==> src/rtl/adc_dac_pkg.sv <==
// Shared definitions for the ADC deserializer and DAC serializer on this board.
package adc_dac_pkg;

  // Frame geometry common to both converters.
  localparam int DATA_BITS  = 12;
  localparam int FRAME_BITS = 16;

  // Receive-side FSM states.
  typedef enum logic [1:0] {
    IDLE,
    SHIFT,
    QUIET
  } rx_state_t;

endpackage

==> src/rtl/sclk_gen.sv <==
// SCLK divider: while run is high, each SCLK period is CLK_DIV Clk cycles low
// followed by CLK_DIV cycles high. The first cycle of a run keeps SCLK high,
// and SCLK is held high whenever run is low.
module sclk_gen #(
  parameter int CLK_DIV = 4
) (
  input  logic Clk,
  input  logic Rst,
  input  logic run,
  output logic SCLK,
  output logic rise_stb,
  output logic fall_stb,
  output logic bit_end_stb
);

  localparam int CW = $clog2(2 * CLK_DIV);

  logic [CW-1:0] cnt_q, cnt_d;
  logic          sclk_q, sclk_d;

  // Strobes decode the divider phase. The falling edge starts a bit, the
  // rising edge is the sampling point, and bit_end marks the last cycle.
  always_comb begin
    // NOTE: every output of this block gets a value before any branch, so no latch is inferred.
    rise_stb    = run && (cnt_q == CW'(CLK_DIV));
    fall_stb    = run && (cnt_q == '0);
    bit_end_stb = run && (cnt_q == CW'(2 * CLK_DIV - 1));
    cnt_d       = '0;
    sclk_d      = 1'b1;
    if (run) begin
      cnt_d  = bit_end_stb ? '0 : cnt_q + 1'b1;
      sclk_d = sclk_q;
      if (fall_stb) begin
        sclk_d = 1'b0;
      end else if (rise_stb) begin
        sclk_d = 1'b1;
      end
    end
  end

  // Divider counter and registered SCLK.
  always_ff @(posedge Clk) begin
    // NOTE: non-blocking assignments let every register sample the pre-edge values.
    if (Rst) begin
      cnt_q  <= '0;
      sclk_q <= 1'b1;
    end else begin
      cnt_q  <= cnt_d;
      sclk_q <= sclk_d;
    end
  end

  assign SCLK = sclk_q;

endmodule

==> src/rtl/adc_deserializer.sv <==
// SPI-style read master for a 12-bit serial ADC. Runs back-to-back frames
// while En is high and presents each result with a one-cycle VALID strobe.
module adc_deserializer #(
  parameter int CLK_DIV      = 4,
  parameter int FRAME_BITS   = adc_dac_pkg::FRAME_BITS,
  parameter int DATA_BITS    = adc_dac_pkg::DATA_BITS,
  parameter int QUIET_CYCLES = 8
) (
  input  logic                 Clk,
  input  logic                 Rst,
  input  logic                 En,
  input  logic                 SDATA,
  output logic                 SCLK,
  output logic                 CSn,
  output logic [DATA_BITS-1:0] DATAOUT,
  output logic                 VALID,
  output logic                 FRAME_ERR
);

  import adc_dac_pkg::*;

  // bit counter holds the number of SCLK periods begun, 0..FRAME_BITS.
  localparam int BW = $clog2(FRAME_BITS + 1);
  localparam int QW = (QUIET_CYCLES > 1) ? $clog2(QUIET_CYCLES) : 1;

  rx_state_t             state_q, state_d;
  logic [BW-1:0]         bit_q, bit_d;
  logic [FRAME_BITS-1:0] shreg_q, shreg_d;
  logic [QW-1:0]         quiet_q, quiet_d;
  logic                  csn_q, csn_d;
  logic [DATA_BITS-1:0]  dout_q, dout_d;
  logic                  valid_q, valid_d;
  logic                  ferr_q, ferr_d;

  logic run;
  logic rise_stb;
  logic fall_stb;
  logic bit_end_stb;

  assign run = (state_q == SHIFT);

  sclk_gen #(
    .CLK_DIV(CLK_DIV)
  ) u_sclk_gen (
    .Clk        (Clk),
    .Rst        (Rst),
    .run        (run),
    .SCLK       (SCLK),
    .rise_stb   (rise_stb),
    .fall_stb   (fall_stb),
    .bit_end_stb(bit_end_stb)
  );

  // Next-state logic: frame sequencing, bit capture and result latching.
  always_comb begin
    state_d = state_q;
    bit_d   = bit_q;
    shreg_d = shreg_q;
    quiet_d = quiet_q;
    csn_d   = csn_q;
    dout_d  = dout_q;
    ferr_d  = ferr_q;
    valid_d = 1'b0;

    unique case (state_q)
      IDLE: begin
        csn_d = 1'b1;
        if (En) begin
          state_d = SHIFT;
          csn_d   = 1'b0;
          bit_d   = '0;
          shreg_d = '0;
        end
      end

      SHIFT: begin
        if (fall_stb) begin
          bit_d = bit_q + 1'b1;
        end
        // SDATA is stable here: the ADC last changed it at the previous fall.
        if (rise_stb) begin
          shreg_d = {shreg_q[FRAME_BITS-2:0], SDATA};
        end
        if (bit_end_stb && (bit_q == BW'(FRAME_BITS))) begin
          state_d = QUIET;
          csn_d   = 1'b1;
          valid_d = 1'b1;
          dout_d  = shreg_q[DATA_BITS-1:0];
          ferr_d  = |shreg_q[FRAME_BITS-1:DATA_BITS];
          quiet_d = '0;
        end
      end

      QUIET: begin
        if (quiet_q == QW'(QUIET_CYCLES - 1)) begin
          if (En) begin
            state_d = SHIFT;
            csn_d   = 1'b0;
            bit_d   = '0;
            shreg_d = '0;
          end else begin
            state_d = IDLE;
          end
        end else begin
          quiet_d = quiet_q + 1'b1;
        end
      end

      default: begin
        state_d = IDLE;
        csn_d   = 1'b1;
      end
    endcase
  end

  // State and output registers; reset aborts any frame in progress.
  always_ff @(posedge Clk) begin
    if (Rst) begin
      state_q <= IDLE;
      bit_q   <= '0;
      // NOTE: the shift register is cleared too, so an aborted frame leaves no stale bits behind.
      shreg_q <= '0;
      quiet_q <= '0;
      csn_q   <= 1'b1;
      dout_q  <= '0;
      valid_q <= 1'b0;
      ferr_q  <= 1'b0;
    end else begin
      state_q <= state_d;
      bit_q   <= bit_d;
      shreg_q <= shreg_d;
      quiet_q <= quiet_d;
      csn_q   <= csn_d;
      dout_q  <= dout_d;
      valid_q <= valid_d;
      ferr_q  <= ferr_d;
    end
  end

  assign CSn       = csn_q;
  assign DATAOUT   = dout_q;
  assign VALID     = valid_q;
  assign FRAME_ERR = ferr_q;

endmodule

==> config.mk <==
export PLATFORM = sky130hd
export DESIGN_NAME = adc_deserializer
export DESIGN_NICKNAME = d
export VERILOG_FILES = /design/src/rtl/adc_dac_pkg.sv /design/src/rtl/sclk_gen.sv /design/src/rtl/adc_deserializer.sv
export SDC_FILE = /design/constraint.sdc
export NUM_CORES = 1
export LEC_CHECK = 0
export CAP_MARGIN = 0
export CORE_MARGIN = 2
export CORE_UTILIZATION = 40
export DETAILED_ROUTE_END_ITERATION = 7
export SKIP_LAST_GASP = 1
export SYNTH_ARGS = -nofsm -noshare
export SYNTH_HDL_FRONTEND = slang
export SYNTH_SLANG_ARGS = --single-unit
==> constraint.sdc <==
create_clock -name Clk -period 3.6 [get_ports Clk]
set_input_delay 0.36 -clock Clk [delete_from_list [all_inputs] [get_ports Clk]]
set_output_delay 0.36 -clock Clk [all_outputs]
set_load 0.02 [all_outputs]
==> qor.txt <==
Max Clock Skew = 0.0118 ns
cell area power density = 395 mW/mm²
Hold Crit Class = reg -> reg
Starting DRT DRC Count = 86
sequential share of power = 53.4%
Initial Util = 41.6%
WP data arrival = 2.40 ns
leakage = 0.786 nW
post-synthesis cell count = 218
clk slew on worst S/H paths = 0.09 ns
Yosys top cell area share = 42.4%
clock latency on the worst-skew pair = 0.30 ns
Syn. warnings = 0
Sum Neg Setup Slack = 0 ns
drt drc = 0
sequential-to-total area share from yosys stat = 42.4%
Worst EP required = 3.79 ns
ANT cells = 0
critical path's largest stage delay = 0.63 ns
Total GRT Usage = 16.7%
post_cts resized = 0
reg2reg setup slack = 1.39 ns
Die H = 76.9 µm
critical path cell sequence = ha_1, ha_1, nand4bb_1, nor3_1, o31ai_1
Yosys reg bits = 45
ys async rst share = 0%
Clock power frac = 39.5%
DRT Pass-1 Iters = 4
max frequency = 452 MHz
Post-CTS Repair Setup Buffers = 0
CP Buf/Inv Count = 0
P&R area growth vs syn = 13.4%
clk buf depth = 2
syn avg cell area = 9.75 µm²
slew margin rel. = 49.2%
final setup vio count = 0
Post-synth EDFFs = 0
Synth Cell Area = 0.00213 mm²
Tmin final = 2.21 ns
CP dominant cell by count = ha_1
final WL = 4.69 mm
status = completed
Finished Layout Cells = 296
Detail Route Antenna Nets = 0
CP delay by family, top = simple AND/OR/NAND/NOR gates
row cnt = 26
clk root buf = clkbuf_8
fin nets = 237
cell internal pwr = 0.728 mW
Core Area = 0.00511 mm²
fin crit share = 61.4%
vias in the first global route = 1584
placed cell count = 289
hpwl dp = 2.98 mm
RSZ-0062 raised after global routing = false
I/O pin count = 20
global-route wire length before repair = 7.98 mm
vias post-DR = 1679
post-synth cell types = 41
startpoint types = flip-flop
Die X-Extent = 76.9 µm
RD Place Congestion = 0.716
critical path type = reg -> reg
Max IR drop VDD = 0.216 mV
switching power = 0.224 mW
max-cap check violation count = 0
initial antenna violation count = 0
H-Tree Level Count = 2
grt total ovfl = 0
final hold violation count = 0
Die Area = 0.00591 mm²
Synth Flop Type = dfxtp_1
largest cells by area after synthesis = dfxtp_1, mux2i_1, nand4_1
CTS tree = yes
share of post-route cells with drive strength above 1 = 7.08%
vias per std cell = 5.67
slowest CP cell = nand4bb_1
routed length per placed instance = 15.8 µm
largest net degree at the start of global routing = 31
Logic pwr share = 7.1%
CP Capture Type = flip-flop
Yosys top cell by area = dfxtp_1
max-slew violation count = 0
CTS buffer count = 5
worst-margin pin slew = 0.757 ns
CTS sink count = 45
# port buffers = 19
crit path max fanout = 16
syn nets = 229
Sw Ratio = 23.5%
hold bufs inserted after CTS = 0
==> final timing paths <==
kind	from	to	cells past startpoint
setup / recovery	u_sclk_gen.cnt_q[0]$_SDFF_PP0_	quiet_q[0]$_SDFFE_PP0P_	5
hold / removal	u_sclk_gen.cnt_q[0]$_SDFF_PP0_	u_sclk_gen.cnt_q[0]$_SDFF_PP0_	1
setup reg to reg	u_sclk_gen.cnt_q[0]$_SDFF_PP0_	quiet_q[0]$_SDFFE_PP0P_	5
hold reg to reg	u_sclk_gen.cnt_q[0]$_SDFF_PP0_	u_sclk_gen.cnt_q[0]$_SDFF_PP0_	1
==> sequential cells by signal, indices dropped and copies added (netlist names), 2 cells and up <==
register and cells:
state_q 2, u_sclk_gen.cnt_q 3, quiet_q 3, bit_q 5, DATAOUT 12, shreg_q 16
==> cell usage in the layout, fill, tap and decap left out, types with 10 or more instances in the layout <==
cell              n
a21oi_1          16
clkdlybuf4s50_1  19
dfxtp_1          45
mux2i_1          12
nand2_1          11
nand2b_1         11
nand4_1          18
nor4_1           10
o31ai_1          13
==> power groups by stage <==
| stage | Sequential, mW | Combinational [mW] | Clock (mW) |
|---|---|---|---|
| floorplan | 0.518 | 0.0550 | 0 |
| global placement | 0.520 | 0.0677 | 0 |
| finish | 0.508 | 0.0678 | 0.376 |
| global route | 0.510 | 0.0740 | 0.401 |
| CTS | 0.508 | 0.0679 | 0.382 |
| detailed placement | 0.520 | 0.0678 | 0 |
==> synthesized netlist by cell type (all sizes together), types with 5 or more instances <==
master  count
dfxtp      45
nand4      18
a21oi      16
buf        14
o31ai      13
mux2i      12
nand2      11
nand2b     11
nor4       10
inv         9
a31o        8
ha          7
clkbuf      6
a31oi       5
==> per-stage QoR <==
step	hold WS, ns	power [mW]	utilization [%]	setup WS, ns	instance area, µm²
2_1_floorplan	0.428	0.573	-	2.06	2130
3_5_place_dp	0.450	0.588	45.2	1.44	2310
3_3_place_gp	0.452	0.588	45.2	1.45	2310
6_report	0.463	0.952	47.2	1.39	2410
4_1_cts	0.462	0.958	47.2	1.42	2410
5_1_grt	0.489	0.985	47.2	1.24	2410
==> cell families (layout without fill, tap and decap cells) <==
group	count (synthesis)	count (layout)	synth area share, %
and+or+nand+nor	72	72	22.9
AOI/OAI and AO/OA	52	52	18.0
DFF	45	45	42.4
buffers and inverters	30	38	7.00
muxes	12	12	5.65
adders and majority gates	7	7	4.12
==> cell type report <==
type | instances | area, µm²
Clock buffer | 5 | 68.8
Clock inverter | 2 | 35.0
Fill cell | 510 | 2700
Inverter | 10 | 37.5
Multi-Input combinational cell | 143 | 1080
Sequential cell | 45 | 901
Tap cell | 70 | 87.6
Timing Repair Buffer | 21 | 205
==> metal layers <==
layer / share of wire (%) / track usage, %
met5: 0 / 0
met4: 1.0 / 5.45
met3: 3.4 / 4.00
met2: 46 / 26.0
met1: 49 / 22.8
No activity file was read; power rests on OpenSTA's default activity.
==> patch 1: new RTL, same settings <==
Change the package constant `FRAME_BITS` from 16 to 64.
--- a/src/rtl/adc_dac_pkg.sv
+++ b/src/rtl/adc_dac_pkg.sv
@@ -4,5 +4,5 @@
   // Frame geometry common to both converters.
   localparam int DATA_BITS  = 12;
-  localparam int FRAME_BITS = 16;
+  localparam int FRAME_BITS = 64;
 
   // Receive-side FSM states.
Function: no difference found for any inputs over 10 cycles, from zero or initial values and one cycle with Rst high; that may be too few to reach the edited logic, so the function may still have changed.
==> patch 1 against the original RTL <==
Power increased by 100%; worst setup slack improved by 0.011 ns; sequential cell count increased by 50; synthesized area increased by 75%; final area increased by 73%; clock skew decreased by 0.0047 ns; utilization decreased by 1.5 points; largest cell class is now registers; global-route usage decreased by 1.2 points; sequential share of layout area increased by 8.3 points; routed wire length increased by 60%; count of clock-buffer cells in the layout increased by 4.
==> patch 1: results (changes against the original RTL) <==
<table>
<tr><th>Metric</th><th>Value</th></tr>
<tr><th colspan="2">Run status</th></tr>
<tr><td>Result of the run</td><td>finished clean (unchanged)</td></tr>
<tr><th colspan="2">Clocking</th></tr>
<tr><td>Number of H-tree branching levels</td><td>3 (was 2)</td></tr>
<tr><td>Total CTS buffers</td><td>9 (was 5)</td></tr>
<tr><th colspan="2">Global routing</th></tr>
<tr><td>Fraction of met2 tracks used by global routing</td><td>23.6% (was 26.0%)</td></tr>
<tr><td>Global-route wire length before repair</td><td>12700 µm (was 7980 µm)</td></tr>
<tr><td>Number of global-route vias before repair</td><td>2612 (was 1584)</td></tr>
<tr><th colspan="2">Power</th></tr>
<tr><td>Total power of the final layout</td><td>0.00192 W (was 0.000952 W)</td></tr>
<tr><td>P_clk</td><td>0.000789 W (was 0.000376 W)</td></tr>
<tr><td>Standby leakage power</td><td>1.56 nW (was 0.786 nW)</td></tr>
<tr><th colspan="2">Setup path</th></tr>
<tr><td>Worst r2r src</td><td>state_q[0]$_SDFFE_PP0P_ (was u_sclk_gen.cnt_q[0]$_SDFF_PP0_)</td></tr>
<tr><td>Data arrival at the endpoint of the critical path</td><td>2.49 ns (was 2.40 ns)</td></tr>
<tr><td>Crit-path max FO</td><td>37 (was 16)</td></tr>
<tr><td>Delay of the slowest cell on the worst path</td><td>0.69 ns (was 0.63 ns)</td></tr>
<tr><th colspan="2">Place</th></tr>
<tr><td>Cell Area, Placed</td><td>3930 µm² (was 2310 µm²)</td></tr>
<tr><td>Post-Place Worst Slack</td><td>1.44 ns (about the same)</td></tr>
<tr><td>Weighted congestion at the end of routability-driven global placement</td><td>0.780 (was 0.716)</td></tr>
<tr><th colspan="2">Yosys</th></tr>
<tr><td>Seq/Total Area, Yosys</td><td>51.2% (was 42.4%)</td></tr>
<tr><td>Largest cells by area after synthesis</td><td>sky130_fd_sc_hd__dfxtp_1, sky130_fd_sc_hd__a32oi_1, sky130_fd_sc_hd__nor2_1 (was sky130_fd_sc_hd__dfxtp_1, sky130_fd_sc_hd__mux2i_1, sky130_fd_sc_hd__nand4_1)</td></tr>
<tr><td>Compound-Gate Fraction of Synth Area</td><td>18.4% (was 18.0%)</td></tr>
<tr><th colspan="2">Detailed routing</th></tr>
<tr><td>Met2 layer wire length in the routed design</td><td>3360 µm (was 2160 µm)</td></tr>
</table>
-- patch 1: cell types whose count changed after synthesis, moves of 4 or more --
cell	unedited run	this run
sky130_fd_sc_hd__nor2_1	0	78
sky130_fd_sc_hd__a32oi_1	0	64
sky130_fd_sc_hd__dfxtp_1	45	95
sky130_fd_sc_hd__nand4_1	18	3
sky130_fd_sc_hd__o31ai_1	13	0
sky130_fd_sc_hd__clkbuf_1	6	17
sky130_fd_sc_hd__a31o_1	8	0
sky130_fd_sc_hd__nand3_1	3	9
sky130_fd_sc_hd__mux2i_1	12	17
sky130_fd_sc_hd__a21oi_1	16	12
sky130_fd_sc_hd__a31oi_1	4	0
sky130_fd_sc_hd__nand2_1	11	15
-- patch 1: area by class of cell --
cell class	count	area [µm²]	area share, %
clock buffers	9	124	2.98
clock inverters	7	104	2.50
inverters	6	22.5	0.541
multi-input cells	254	1640	39.4
flip-flops and latches	95	1900	45.7
well taps	111	139	3.34
repair buffers	25	230	5.53
==> patch 2: new RTL, same settings <==
Made on the original files. Reset style: asynchronous (`Rst`), changed in 2 clocked blocks.
--- a/src/rtl/sclk_gen.sv
+++ b/src/rtl/sclk_gen.sv
@@ -40,5 +40,5 @@
 
   // Divider counter and registered SCLK.
-  always_ff @(posedge Clk) begin
+  always_ff @(posedge Clk or posedge Rst) begin
     // NOTE: non-blocking assignments let every register sample the pre-edge values.
     if (Rst) begin
--- a/src/rtl/adc_deserializer.sv
+++ b/src/rtl/adc_deserializer.sv
@@ -115,5 +115,5 @@
 
   // State and output registers; reset aborts any frame in progress.
-  always_ff @(posedge Clk) begin
+  always_ff @(posedge Clk or posedge Rst) begin
     if (Rst) begin
       state_q <= IDLE;
Function: differs if Rst is asserted again (counterexample within 4 cycles, from zero or initial values and one cycle with Rst high); with Rst held inactive, the same outputs for 10 cycles.
==> patch 2 against the original RTL <==
Via count down 29%; utilization up 0.95 points; final area decreased by 5.7%; worst setup slack better by 0.28 ns; sequential cell count is the same; count of clock-buffer cells in the layout rose by 3; clock skew decreased by 0.0082 ns; synthesized area is 8.3% lower; global-route usage shrank 1.8 points; routed wire length fell by 26%; critical path type unchanged; highest routed layer unchanged.
Power is not compared: it rests on default switching activity, and its combinational part moved more than twofold at a synthesized area within 25%.
==> patch 2: results (changes against the original RTL) <==
<table>
<tr><th>Metric</th><th>Value</th></tr>
<tr><th colspan="2">Detailed routing</th></tr>
<tr><td>WL per Instance</td><td>15.0 µm (was 15.8 µm)</td></tr>
<tr><th colspan="2">Yosys</th></tr>
<tr><td>Leading register cell type out of synthesis</td><td>sky130_fd_sc_hd__dfrtp_1 (was sky130_fd_sc_hd__dfxtp_1)</td></tr>
<tr><td>Share of flip-flops with an asynchronous set or reset after synthesis</td><td>100% (was 0%)</td></tr>
<tr><td>Cell types with the highest counts after synthesis</td><td>sky130_fd_sc_hd__dfrtp_1, sky130_fd_sc_hd__a22o_1, sky130_fd_sc_hd__mux2_4, sky130_fd_sc_hd__o21ai_0, sky130_fd_sc_hd__inv_1 (was sky130_fd_sc_hd__dfxtp_1, sky130_fd_sc_hd__nand4_1, sky130_fd_sc_hd__a21oi_1)</td></tr>
<tr><td>Netlist cell types</td><td>36 (was 41)</td></tr>
<tr><td>Largest cells by area after synthesis</td><td>sky130_fd_sc_hd__dfrtp_1, sky130_fd_sc_hd__a22o_1, sky130_fd_sc_hd__mux2_4 (was sky130_fd_sc_hd__dfxtp_1, sky130_fd_sc_hd__mux2i_1, sky130_fd_sc_hd__nand4_1)</td></tr>
<tr><td>Area share of the largest cell type after synthesis</td><td>55.2% (was 42.4%)</td></tr>
<tr><td>Synthesized net count</td><td>152 (was 229)</td></tr>
<tr><td>Synthesized instance count</td><td>141 (was 218)</td></tr>
<tr><td>Seq/Total Area, Yosys</td><td>57.9% (was 42.4%)</td></tr>
<tr><th colspan="2">Timing</th></tr>
<tr><td>Worst Skew</td><td>0.00353 ns (was 0.0118 ns)</td></tr>
<tr><td>Worst-margin pin slew</td><td>0.674 ns (was 0.757 ns)</td></tr>
<tr><th colspan="2">Setup path</th></tr>
<tr><td>Delay of the slowest cell on the worst path</td><td>0.41 ns (was 0.63 ns)</td></tr>
<tr><td>Slowest cell on the critical path</td><td>sky130_fd_sc_hd__dfrtp_1 (was sky130_fd_sc_hd__nand4bb_1)</td></tr>
<tr><td>Crit-path max FO</td><td>13 (was 16)</td></tr>
<tr><th colspan="2">Global routing</th></tr>
<tr><td>Number of global-route vias before repair</td><td>1247 (was 1584)</td></tr>
<tr><td>Pin count of the biggest net entering global routing</td><td>46 (was 31)</td></tr>
<tr><td>Global-route wire length before repair</td><td>6080 µm (was 7980 µm)</td></tr>
<tr><th colspan="2">Cells and area</th></tr>
<tr><td>Post-layout instance count excluding filler cells</td><td>231 (was 296)</td></tr>
<tr><td>Layout filler cell count</td><td>434 (was 510)</td></tr>
<tr><th colspan="2">Place</th></tr>
<tr><td>Post-Place Worst Slack</td><td>1.65 ns (was 1.44 ns)</td></tr>
<tr><td>Estimated wirelength of the detail-placed design</td><td>2320 µm (was 2980 µm)</td></tr>
<tr><td>Placed instance count</td><td>223 (was 289)</td></tr>
<tr><td>Weighted congestion at the end of routability-driven global placement</td><td>0.802 (was 0.716)</td></tr>
<tr><th colspan="2">Run status</th></tr>
<tr><td>Result of the run</td><td>finished clean (unchanged)</td></tr>
</table>
[patch 2: layout make-up]
cell class / instances / area share (%)
Inverter: 9 / 1.49
Timing Repair Buffer: 20 / 8.69
Multi-Input combinational cell: 82 / 32.6
Clock buffer: 8 / 3.96
Tap cell: 67 / 3.69
Sequential cell: 45 / 49.6
[patch 2: power breakdown]
group / internal, W / total, W / switching (W)
Sequential: 0.000508 / 0.000512 / 0.00000304
Clock: 0.000157 / 0.000317 / 0.000160
Combinational: 0.00000660 / 0.0000179 / 0.0000113
[patch 2: kinds of logic after synthesis]
family | Yosys count | share of synthesized area, %
multiplexers | 16 | 10.8
flip-flops | 45 | 57.9
AND/OR/NAND/NOR | 26 | 9.88
adder cells (fa/ha/maj) | 7 | 4.49
AO/OA/AOI/OAI | 33 | 12.8
buffers and inverters | 14 | 4.11
[patch 2: final timing paths]
| kind | from | end | slack (ns) | cells after the start |
|---|---|---|---|---|
| worst max-delay path | bit_q[0]$_DFFE_PP0P_ | FRAME_ERR$_DFFE_PP0P_ | 1.67 | 6 |
| worst min-delay path | u_sclk_gen.cnt_q[0]$_DFF_PP0_ | u_sclk_gen.cnt_q[0]$_DFF_PP0_ | 0.48 | 1 |
| worst max register to register | bit_q[0]$_DFFE_PP0P_ | FRAME_ERR$_DFFE_PP0P_ | 1.67 | 6 |
| worst min register to register | u_sclk_gen.cnt_q[0]$_DFF_PP0_ | u_sclk_gen.cnt_q[0]$_DFF_PP0_ | 0.48 | 1 |
| max in group asynchronous | Rst | CSn$_DFFE_PP1P_ | 2.71 | 3 |
| min in group asynchronous | Rst | bit_q[2]$_DFFE_PP0P_ | 0.50 | 3 |
[patch 2: per-layer routing]
metal	track usage [%]	up-vias	part of all wire [%]
li1	-	556	-
met1	20.0	598	48
met4	4.85	0	0.49
met3	5.08	2	3.9
met5	0	-	0
met2	22.6	28	48
[patch 2: metrics by stage]
stage                     total power (W)  hold slack (ns)  util, %
after global placement           0.000540            0.454     46.3
after detailed placement         0.000540            0.476     46.3
final                            0.000847            0.485     48.2
after CTS                        0.000862            0.487     48.2
after global routing             0.000894            0.517     48.2
after floorplan                  0.000532            0.438        -
